===== src/rtl/hash_table_bucketed_pkg.sv =====
// Shared types and row-field helpers for the bucketed build/probe hash table.
// Helpers take widths as arguments and work on a wide scratch vector; callers size-cast the result.
package hash_table_pkg;

    typedef enum logic [2:0] {
        ST_INIT,
        ST_BUILD_IDLE,
        ST_BUILD_WR,
        ST_PROBE_IDLE,
        ST_PROBE_RD,
        ST_PROBE_EMIT
    } state_e;

    // Upper bounds on row / tuple / count widths the helpers can handle.
    localparam int unsigned ROW_MAX_W   = 2048;
    localparam int unsigned TUPLE_MAX_W = 512;
    localparam int unsigned CNT_MAX_W   = 16;

    function automatic logic [TUPLE_MAX_W-1:0] row_slot(
        input logic [ROW_MAX_W-1:0] row,
        input int unsigned          tuple_w,
        input int unsigned          slot
    );
        return TUPLE_MAX_W'(row >> (slot * tuple_w));
    endfunction

    // The fill count sits directly above the last slot.
    function automatic logic [CNT_MAX_W-1:0] row_count(
        input logic [ROW_MAX_W-1:0] row,
        input int unsigned          tuple_w,
        input int unsigned          slots
    );
        return CNT_MAX_W'(row >> (slots * tuple_w));
    endfunction

endpackage


===== src/rtl/hash_table_bucketed_slot_match_encoder.sv =====
// Lowest-set-bit encoder over the per-slot match mask (one-hot and binary index).
module slot_match_encoder #(
    parameter int unsigned  SLOTS     = 4,
    localparam int unsigned IDX_WIDTH = (SLOTS > 1) ? $clog2(SLOTS) : 1
) (
    input  logic [SLOTS-1:0]     mask,
    output logic [SLOTS-1:0]     onehot,
    output logic [IDX_WIDTH-1:0] idx
);

    logic found;

    always_comb begin
        onehot = '0;
        idx    = '0;
        found  = 1'b0;
        for (int unsigned i = 0; i < SLOTS; i++) begin
            if (mask[i] && !found) begin
                onehot[i] = 1'b1;
                idx       = IDX_WIDTH'(i);
                found     = 1'b1;
            end
        end
    end

endmodule


===== src/rtl/simple_dual_port_ram_single_clock.sv =====
// Single-clock simple dual-port RAM: one write port, one read port, 1-cycle registered read.
module simple_dual_port_ram_single_clock #(
    parameter int unsigned DATA_WIDTH = 8,
    parameter int unsigned ADDR_WIDTH = 6
) (
    input  logic                  clk,
    input  logic                  we,
    input  logic [ADDR_WIDTH-1:0] waddr,
    input  logic [DATA_WIDTH-1:0] wdata,
    input  logic [ADDR_WIDTH-1:0] raddr,
    output logic [DATA_WIDTH-1:0] rdata
);

    logic [DATA_WIDTH-1:0] mem [2**ADDR_WIDTH];
    logic [DATA_WIDTH-1:0] rdata_q;

    always_ff @(posedge clk) begin
        if (we) begin
            mem[waddr] <= wdata;
        end
        rdata_q <= mem[raddr];
    end

    assign rdata = rdata_q;

endmodule


===== src/rtl/hash_table_bucketed.sv =====
// Build/probe hash table for one join partition: each RAM row holds a fill count and SLOTS tuples.
// Builds read-modify-write a row in two cycles; probes emit every key match, one per cycle.
module hash_table_bucketed
    import hash_table_pkg::*;
#(
    parameter int unsigned TUPLE_WIDTH = 64,
    parameter int unsigned KEY_WIDTH   = 32,
    parameter int unsigned ROW_BITS    = 3,
    parameter int unsigned SLOTS       = 4
) (
    input  logic                     clk,
    input  logic                     reset,
    input  logic                     build_valid,
    output logic                     build_ready,
    input  logic [TUPLE_WIDTH-1:0]   build_tuple,
    input  logic [31:0]              build_hash,
    input  logic                     start_probe,
    input  logic                     probe_valid,
    output logic                     probe_ready,
    input  logic [TUPLE_WIDTH-1:0]   probe_tuple,
    input  logic [31:0]              probe_hash,
    input  logic                     clear,
    output logic                     out_valid,
    input  logic                     out_ready,
    output logic [2*TUPLE_WIDTH-1:0] out_tuple,
    output logic [31:0]              overflow_count,
    output logic                     init_done
);

    localparam int unsigned CNT_WIDTH = $clog2(SLOTS + 1);
    localparam int unsigned ROW_WIDTH = CNT_WIDTH + SLOTS * TUPLE_WIDTH;
    localparam int unsigned IDX_WIDTH = (SLOTS > 1) ? $clog2(SLOTS) : 1;

    state_e                 state_q, state_d;
    logic [ROW_BITS-1:0]    init_row_q, init_row_d;
    logic [ROW_BITS-1:0]    row_q, row_d;
    logic [TUPLE_WIDTH-1:0] build_tuple_q, build_tuple_d;
    logic [TUPLE_WIDTH-1:0] probe_tuple_q, probe_tuple_d;
    logic [SLOTS-1:0]       mask_q, mask_d;
    logic [TUPLE_WIDTH-1:0] slot_q [SLOTS];
    logic [TUPLE_WIDTH-1:0] slot_d [SLOTS];
    logic [31:0]            overflow_q, overflow_d;

    logic                   ram_we;
    logic [ROW_BITS-1:0]    ram_waddr, ram_raddr;
    logic [ROW_WIDTH-1:0]   ram_wdata, ram_rdata;

    logic [TUPLE_WIDTH-1:0] rd_slot [SLOTS];
    logic [CNT_WIDTH-1:0]   rd_count;
    logic [SLOTS-1:0]       rd_mask;
    logic [ROW_WIDTH-1:0]   new_row;
    logic [SLOTS-1:0]       enc_onehot;
    logic [IDX_WIDTH-1:0]   enc_idx;
    logic [SLOTS-1:0]       mask_next;
    logic                   build_hs, probe_hs;
    logic                   unused_hash_bits;

    assign unused_hash_bits = ^{build_hash[31:ROW_BITS], probe_hash[31:ROW_BITS]};

    simple_dual_port_ram_single_clock #(
        .DATA_WIDTH (ROW_WIDTH),
        .ADDR_WIDTH (ROW_BITS)
    ) u_ram (
        .clk   (clk),
        .we    (ram_we),
        .waddr (ram_waddr),
        .wdata (ram_wdata),
        .raddr (ram_raddr),
        .rdata (ram_rdata)
    );

    slot_match_encoder #(
        .SLOTS (SLOTS)
    ) u_enc (
        .mask   (mask_q),
        .onehot (enc_onehot),
        .idx    (enc_idx)
    );

    assign init_done      = (state_q != ST_INIT);
    assign build_ready    = (state_q == ST_BUILD_IDLE) && !start_probe;
    assign probe_ready    = (state_q == ST_PROBE_IDLE) && !clear;
    assign out_valid      = (state_q == ST_PROBE_EMIT);
    assign out_tuple      = (state_q == ST_PROBE_EMIT) ? {slot_q[enc_idx], probe_tuple_q} : '0;
    assign overflow_count = overflow_q;
    assign build_hs       = build_valid && build_ready;
    assign probe_hs       = probe_valid && probe_ready;
    assign mask_next      = mask_q & ~enc_onehot;
    assign ram_raddr      = (state_q == ST_PROBE_IDLE) ? probe_hash[ROW_BITS-1:0]
                                                       : build_hash[ROW_BITS-1:0];

    always_comb begin
        rd_mask  = '0;
        rd_count = CNT_WIDTH'(row_count(ROW_MAX_W'(ram_rdata), TUPLE_WIDTH, SLOTS));
        for (int unsigned s = 0; s < SLOTS; s++) begin
            rd_slot[s] = TUPLE_WIDTH'(row_slot(ROW_MAX_W'(ram_rdata), TUPLE_WIDTH, s));
            rd_mask[s] = (CNT_WIDTH'(s) < rd_count) &&
                         (rd_slot[s][KEY_WIDTH-1:0] == probe_tuple_q[KEY_WIDTH-1:0]);
        end
    end

    // Updated row for a non-full insert: new tuple lands in slot[count], other slots pass through.
    always_comb begin
        new_row = ram_rdata;
        for (int unsigned s = 0; s < SLOTS; s++) begin
            if (CNT_WIDTH'(s) == rd_count) begin
                new_row[s*TUPLE_WIDTH +: TUPLE_WIDTH] = build_tuple_q;
            end
        end
        new_row[ROW_WIDTH-1 -: CNT_WIDTH] = rd_count + CNT_WIDTH'(1);
    end

    always_comb begin
        state_d       = state_q;
        init_row_d    = init_row_q;
        row_d         = row_q;
        build_tuple_d = build_tuple_q;
        probe_tuple_d = probe_tuple_q;
        mask_d        = mask_q;
        slot_d        = slot_q;
        overflow_d    = overflow_q;
        ram_we        = 1'b0;
        ram_waddr     = row_q;
        ram_wdata     = new_row;

        case (state_q)
            ST_INIT: begin
                ram_we     = 1'b1;
                ram_waddr  = init_row_q;
                ram_wdata  = '0;
                init_row_d = init_row_q + ROW_BITS'(1);
                if (init_row_q == '1) begin
                    state_d = ST_BUILD_IDLE;
                end
            end
            ST_BUILD_IDLE: begin
                if (start_probe) begin
                    state_d = ST_PROBE_IDLE;
                end else if (build_hs) begin
                    build_tuple_d = build_tuple;
                    row_d         = build_hash[ROW_BITS-1:0];
                    state_d       = ST_BUILD_WR;
                end
            end
            ST_BUILD_WR: begin
                if (rd_count < CNT_WIDTH'(SLOTS)) begin
                    ram_we = 1'b1;
                end else if (overflow_q != '1) begin
                    overflow_d = overflow_q + 32'd1;
                end
                state_d = ST_BUILD_IDLE;
            end
            ST_PROBE_IDLE: begin
                if (clear) begin
                    state_d    = ST_INIT;
                    init_row_d = '0;
                    overflow_d = '0;
                end else if (probe_hs) begin
                    probe_tuple_d = probe_tuple;
                    state_d       = ST_PROBE_RD;
                end
            end
            ST_PROBE_RD: begin
                mask_d  = rd_mask;
                slot_d  = rd_slot;
                state_d = (rd_mask == '0) ? ST_PROBE_IDLE : ST_PROBE_EMIT;
            end
            ST_PROBE_EMIT: begin
                if (out_ready) begin
                    mask_d = mask_next;
                    if (mask_next == '0) begin
                        state_d = ST_PROBE_IDLE;
                    end
                end
            end
            default: begin
                state_d = ST_INIT;
            end
        endcase
    end

    always_ff @(posedge clk) begin
        if (reset) begin
            state_q       <= ST_INIT;
            init_row_q    <= '0;
            row_q         <= '0;
            build_tuple_q <= '0;
            probe_tuple_q <= '0;
            mask_q        <= '0;
            overflow_q    <= '0;
            for (int unsigned s = 0; s < SLOTS; s++) begin
                slot_q[s] <= '0;
            end
        end else begin
            state_q       <= state_d;
            init_row_q    <= init_row_d;
            row_q         <= row_d;
            build_tuple_q <= build_tuple_d;
            probe_tuple_q <= probe_tuple_d;
            mask_q        <= mask_d;
            overflow_q    <= overflow_d;
            slot_q        <= slot_d;
        end
    end

endmodule

===== config.mk =====
export PLATFORM = sky130hd
export DESIGN_NAME = hash_table_bucketed
export DESIGN_NICKNAME = d
export VERILOG_FILES = /design/src/rtl/hash_table_bucketed_pkg.sv /design/src/rtl/hash_table_bucketed_slot_match_encoder.sv /design/src/rtl/simple_dual_port_ram_single_clock.sv /design/src/rtl/hash_table_bucketed.sv
export SDC_FILE = /design/constraint.sdc
export NUM_CORES = 2
export LEC_CHECK = 0
export CAP_MARGIN = 20
export CORE_MARGIN = 2
export CORE_UTILIZATION = 57
export CTS_BUF_LIST = sky130_fd_sc_hd__clkbuf_8
export DETAILED_ROUTE_END_ITERATION = 12
export PLACE_DENSITY = 0.85
export RECOVER_POWER = 100
export REMOVE_ABC_BUFFERS = 1
export SYNTH_ARGS = -nofsm -noshare
export SYNTH_HDL_FRONTEND = slang
export SYNTH_SLANG_ARGS = --single-unit

===== constraint.sdc =====
create_clock -name clk -period 11.95 [get_ports clk]
set_input_delay 2.39 -clock clk [delete_from_list [all_inputs] [get_ports clk]]
set_output_delay 2.39 -clock clk [all_outputs]
set_load 0.005 [all_outputs]

==> out/metrics.sh <==
WORSTPATHARRIVAL_PS=7130
SYNTHTOPCELLSBYAREA='sky130_fd_sc_hd__edfxtp_1 (59%), sky130_fd_sc_hd__dfxtp_1 (13%), sky130_fd_sc_hd__mux4_2 (12%), sky130_fd_sc_hd__nand2_1 (4.7%), sky130_fd_sc_hd__a21oi_1 (3.2%)'
DRT-INITIAL-DRC-COUNT=7946
CP_MAX_FANOUT=35
SYNTH_TOP_CELLS_BY_COUNT='sky130_fd_sc_hd__edfxtp_1 (2072), sky130_fd_sc_hd__nand2_1 (1314), sky130_fd_sc_hd__dfxtp_1 (688)'
MOST_FREQUENTLY_USED_CELL_TYPE_IN_THE_POST_SYNTHESIS_NETLIST='sky130_fd_sc_hd__edfxtp_1'
POWER.INTERNAL_mW=15.36
GRT_FIRST_PASS_WIRELENGTH_UM=391300
CLK_PIN_SLEW_WORST_PATHS_PS=70
MULTI_INPUT_AREA_MM2=0.02791
GROUTE.LAYER.MET2.USAGE=0.4592
POST_SYNTH_INST_COUNT=6537
FINAL_NETS=7113
VDD_DROP_MAX_uV=140.4
POST_CTS_RESIZED=0
OUTCOME='finished, violations left'
DRT_PRE_ANTENNA_ITERS=6
IO_PORT_BUFS=304
DRC=0
SYNTH-EDFF-COUNT=2072
HOLDCRITSTARTPOINT='u_ram.rdata[161]'
FINALNONFILLERCELLS=9718
DETAILEDPLACEMENTHPWL_UM=136200
CRIT_PATH_MAX_INCR_DELAY_PS=2980
POSTSYNTH.TOPFLOPCELL='sky130_fd_sc_hd__edfxtp_1'
SETUP_VIOL=0
P_LEAK_nW=40.24
FINAL.SETUP.TNS_PS=0
GRT_SETUP_UNREPAIRED='no'
YOSYS_REGISTER_BITS=2760
VIOLATIONS_IN_THE_FINAL_REPORTS='max-capacitance violations, max-slew violations'
GRT_MAX_DEGREE=161
TRACK_USAGE=0.2808
FP.DIEAREA_MM2=0.1886
PLACED_CELLS=8954
WORST-SLEW-PIN-TRANSITION_PS=4406
CRIT_PATH_CELL_TRACE='nor2_1 -> o21ai_4 -> buf_4 -> clkbuf_1 -> mux4_2 -> and2_0 -> clkdlybuf4s50_1'
FINAL_AREA_MM2=0.1191
REG2REG_DEPTH=7
VIAS=61274
LAYOUT-AREA-OVERHEAD-VS-SYNTH_PCT=12.82
CTS_BUFFER_COUNT=414
MAXSLEWVIOLCOUNT=943
FINAL_SKEW_PS=59.74
SEQ_POWER_SHARE=0.553
CTS_HOLD_BUF=0
H-TREE-DEPTH=5
USE_MET3=0.05603
WL_UM=266500
CORE_MM2=0.1835
CTS.SINK_COUNT=2760
NUM_ROWS=157
POST_DRT_VIA_CELL_RATIO=6.305
CRITPATHLAUNCHTYPE='flop'
POWER_DENSITY_mW_PER_MM2=168.2
SYNTH-WARNING-COUNT=0
NETLIST_AREA_MM2=0.1055
FINISH.UTILIZATION=0.6490
TIMING.HOLD.WORST_PATH_DEPTH=2
NETSWITCHINGFRACTION=0.2330
BUSIEST_LAYER='met2'
FLOORPLAN.INITIALDENSITY=0.5752
SYN-MEAN-INSTANCE-AREA_UM2=16.15
HOLD_PATH_END='slot_q[97]'
CRIT_TYPE='reg -> out'
SWITCHINGPOWER_mW=4.667
PIN_COUNT=363
CRITICAL_PATH.REG2REG.ENDPOINT='u_ram.mem[2][237]'
POST_SYNTH_NUM_CELL_TYPES=51
FINALPOWER_mW=20.03
CTS_TREE='yes'
RELSLEWSLACK=-1.937
POWER.SHARE.COMBINATIONAL=0.069
LAYOUT_WORST_PATH_CYCLE_SHARE=0.7970
ROUTE.DETAILED.WL_PER_INST_UM=27.42
SHARE_CLK_OF_TOTAL_POWER=0.378
WORST_PATH_MAX_DELAY_CELL='sky130_fd_sc_hd__clkbuf_1'
MIN_PATH_TYPE='reg -> reg'
DIE_W_UM=434.3
FILLER_CELL_COUNT=11765
PLACEDINSTANCEAREA_MM2=0.1110
REG2REG_SLACK_PS=3050
POSTCTSSETUPREPAIRBUFS=0
MAXCLOCKFREQUENCY_GHz=0.1050
CLKLATENCYLATEPIN_PS=1100
WORST_SETUP_PATH_END_KIND='primary output'
SYNTH-ASYNC-RESET-RATIO=0
REMAINING_GLOBAL_ROUTE_OVERFLOW=0
TIMING.MAX_CAP.VIOLATIONS=21
SHARE_OF_YOSYS_CELL_AREA_CLAIMED_BY_THE_TOP_AREA_CELL_TYPE=0.5895
DIE_Y_UM=434.3
WORST_EP_REQUIRED_TIME_PS=9560
TIMING.RR.START='state_q[0]'
GRT_ANTENNA_BEFORE_REPAIR=8
YS_SEQ_AREA_FRAC=0.7200
HOLD_VIOL=0
CTS_MAX_PATH_BUFFERS=4
CLOCKROOTBUFFER='sky130_fd_sc_hd__clkbuf_8'
FINAL_PERIOD_MINUS_WORST_SETUP_SLACK_PS=9524
DRIVE_GT1_FRAC=0.2065
NETLIST.TOP_CELL.BY_AREA='sky130_fd_sc_hd__edfxtp_1'
FF_LATCH_AREA_MM2=0.07599
ROUTABILITYCONGESTION=0.8196
FINAL_ANTENNA_NET_COUNT=0
GRT_UTIL_MET1=0.3607
GRT_PASS1_VIAS=62733
-- cell families (layout without fill, tap and decap cells) --
logic type | Yosys count | in the layout | synth area share
AOI/OAI and AO/OA | 720 | 720 | 0.03477
xor gates and xnor gates | 139 | 139 | 0.01154
adders and majority gates | 7 | 7 | 0.0008061
buffers and inverters | 445 | 1156 | 0.01670
DFF | 2760 | 2760 | 0.7200
muxes | 844 | 844 | 0.1521
other | 0 | 6 | 0
and+or+nand+nor | 1622 | 1622 | 0.06403
-- how the worst max path moves through the flow --
| stage | start | endpoint | slack (ps) | cells past startpoint |
|---|---|---|---|---|
| floorplan | probe_hash[0] | u_ram.rdata[0] | -40150 | 3 |
| global placement | clear | probe_ready | 5050 | 3 |
| detailed placement | clear | probe_ready | 4920 | 3 |
| CTS | clear | probe_ready | 4910 | 3 |
| global route | mask_q[1] | out_tuple[101] | 2540 | 7 |
| finish | mask_q[1] | out_tuple[121] | 2430 | 7 |
-- cell type report --
type	instances	area share
multi-input cells	3332	0.2344
clock buffers	478	0.05525
clock inverters	278	0.01324
well taps	2464	0.02589
repair buffers	386	0.03239
inverters	14	0.0004519
diodes	6	0.0001261
flip-flops and latches	2760	0.6382
-- power by group through the flow --
stage                     clock [mW]  sequential, mW  combinational [mW]
after global placement             0            11.2                1.33
after global routing            8.01            11.1                1.45
final                           7.56            11.1                1.39
after CTS                       7.62            11.1                1.38
after floorplan                    0            11.4                1.47
after detailed placement           0            11.3                1.36
-- cell usage in the layout (no fill, tap or decap), types with 5 or more instances in the layout --
master	Yosys	final
sky130_fd_sc_hd__dlygate4sd3_1	0	124
sky130_fd_sc_hd__clkinvlp_4	0	5
sky130_fd_sc_hd__clkinv_1	0	50
sky130_fd_sc_hd__a21oi_1	672	672
sky130_fd_sc_hd__buf_12	0	17
sky130_fd_sc_hd__bufinv_16	0	16
sky130_fd_sc_hd__nor4_1	30	30
sky130_fd_sc_hd__clkdlybuf4s50_1	0	179
sky130_fd_sc_hd__nor2_1	45	44
sky130_fd_sc_hd__nand2_1	1314	1311
sky130_fd_sc_hd__clkbuf_8	0	478
sky130_fd_sc_hd__o31ai_1	6	6
sky130_fd_sc_hd__xor2_1	117	117
sky130_fd_sc_hd__nand4_1	19	19
sky130_fd_sc_hd__mux4_2	582	582
sky130_fd_sc_hd__and3_1	68	68
sky130_fd_sc_hd__inv_1	13	154
sky130_fd_sc_hd__clkbuf_1	344	8
sky130_fd_sc_hd__or4_1	10	10
sky130_fd_sc_hd__nand3_1	18	18
sky130_fd_sc_hd__nor3_1	14	12
sky130_fd_sc_hd__ha_1	6	6
sky130_fd_sc_hd__buf_4	1	52
sky130_fd_sc_hd__o21ai_0	18	19
sky130_fd_sc_hd__xnor2_1	22	22
sky130_fd_sc_hd__clkinv_2	0	63
sky130_fd_sc_hd__and2_1	69	30
sky130_fd_sc_hd__diode_2	0	6
sky130_fd_sc_hd__or3_1	16	15
sky130_fd_sc_hd__dfxtp_1	688	688
sky130_fd_sc_hd__mux2_2	259	255
sky130_fd_sc_hd__edfxtp_1	2072	2072
sky130_fd_sc_hd__and2_0	0	39
-- through the flow --
step	setup WS [ps]	hold WS [ps]
2_1_floorplan	-40150	425.8
3_3_place_gp	5047	438.3
3_5_place_dp	4918	441.5
4_1_cts	4911	444.9
5_1_grt	2536	466.7
6_report	2426	437.8
-- state kept, by name, summed over array words and instances, names as in the netlist --
signal	flops
u_ram.mem	2072
u_ram.rdata	259
slot_q	256
build_tuple_q	64
probe_tuple_q	64
overflow_count	32
mask_q	4
init_row_q	3
row_q	3
state_q	3
-- worst max-delay path, delay by kind of cell, from the launching register on --
kind | cells | cell delay [ps]
AOI/OAI and AO/OA | 1 | 70
buffers and inverters | 3 | 4190
DFF | 1 | 460
muxes | 1 | 740
and+or+nand+nor | 2 | 480
-- routing by layer --
| metal | up-vias | share of wire |
|---|---|---|
| li1 | 25434 | - |
| met1 | 30990 | 0.36 |
| met2 | 4100 | 0.49 |
| met3 | 746 | 0.10 |
| met4 | 4 | 0.050 |
| met5 | - | 0.000053 |
(Power assumes the default switching activity.)
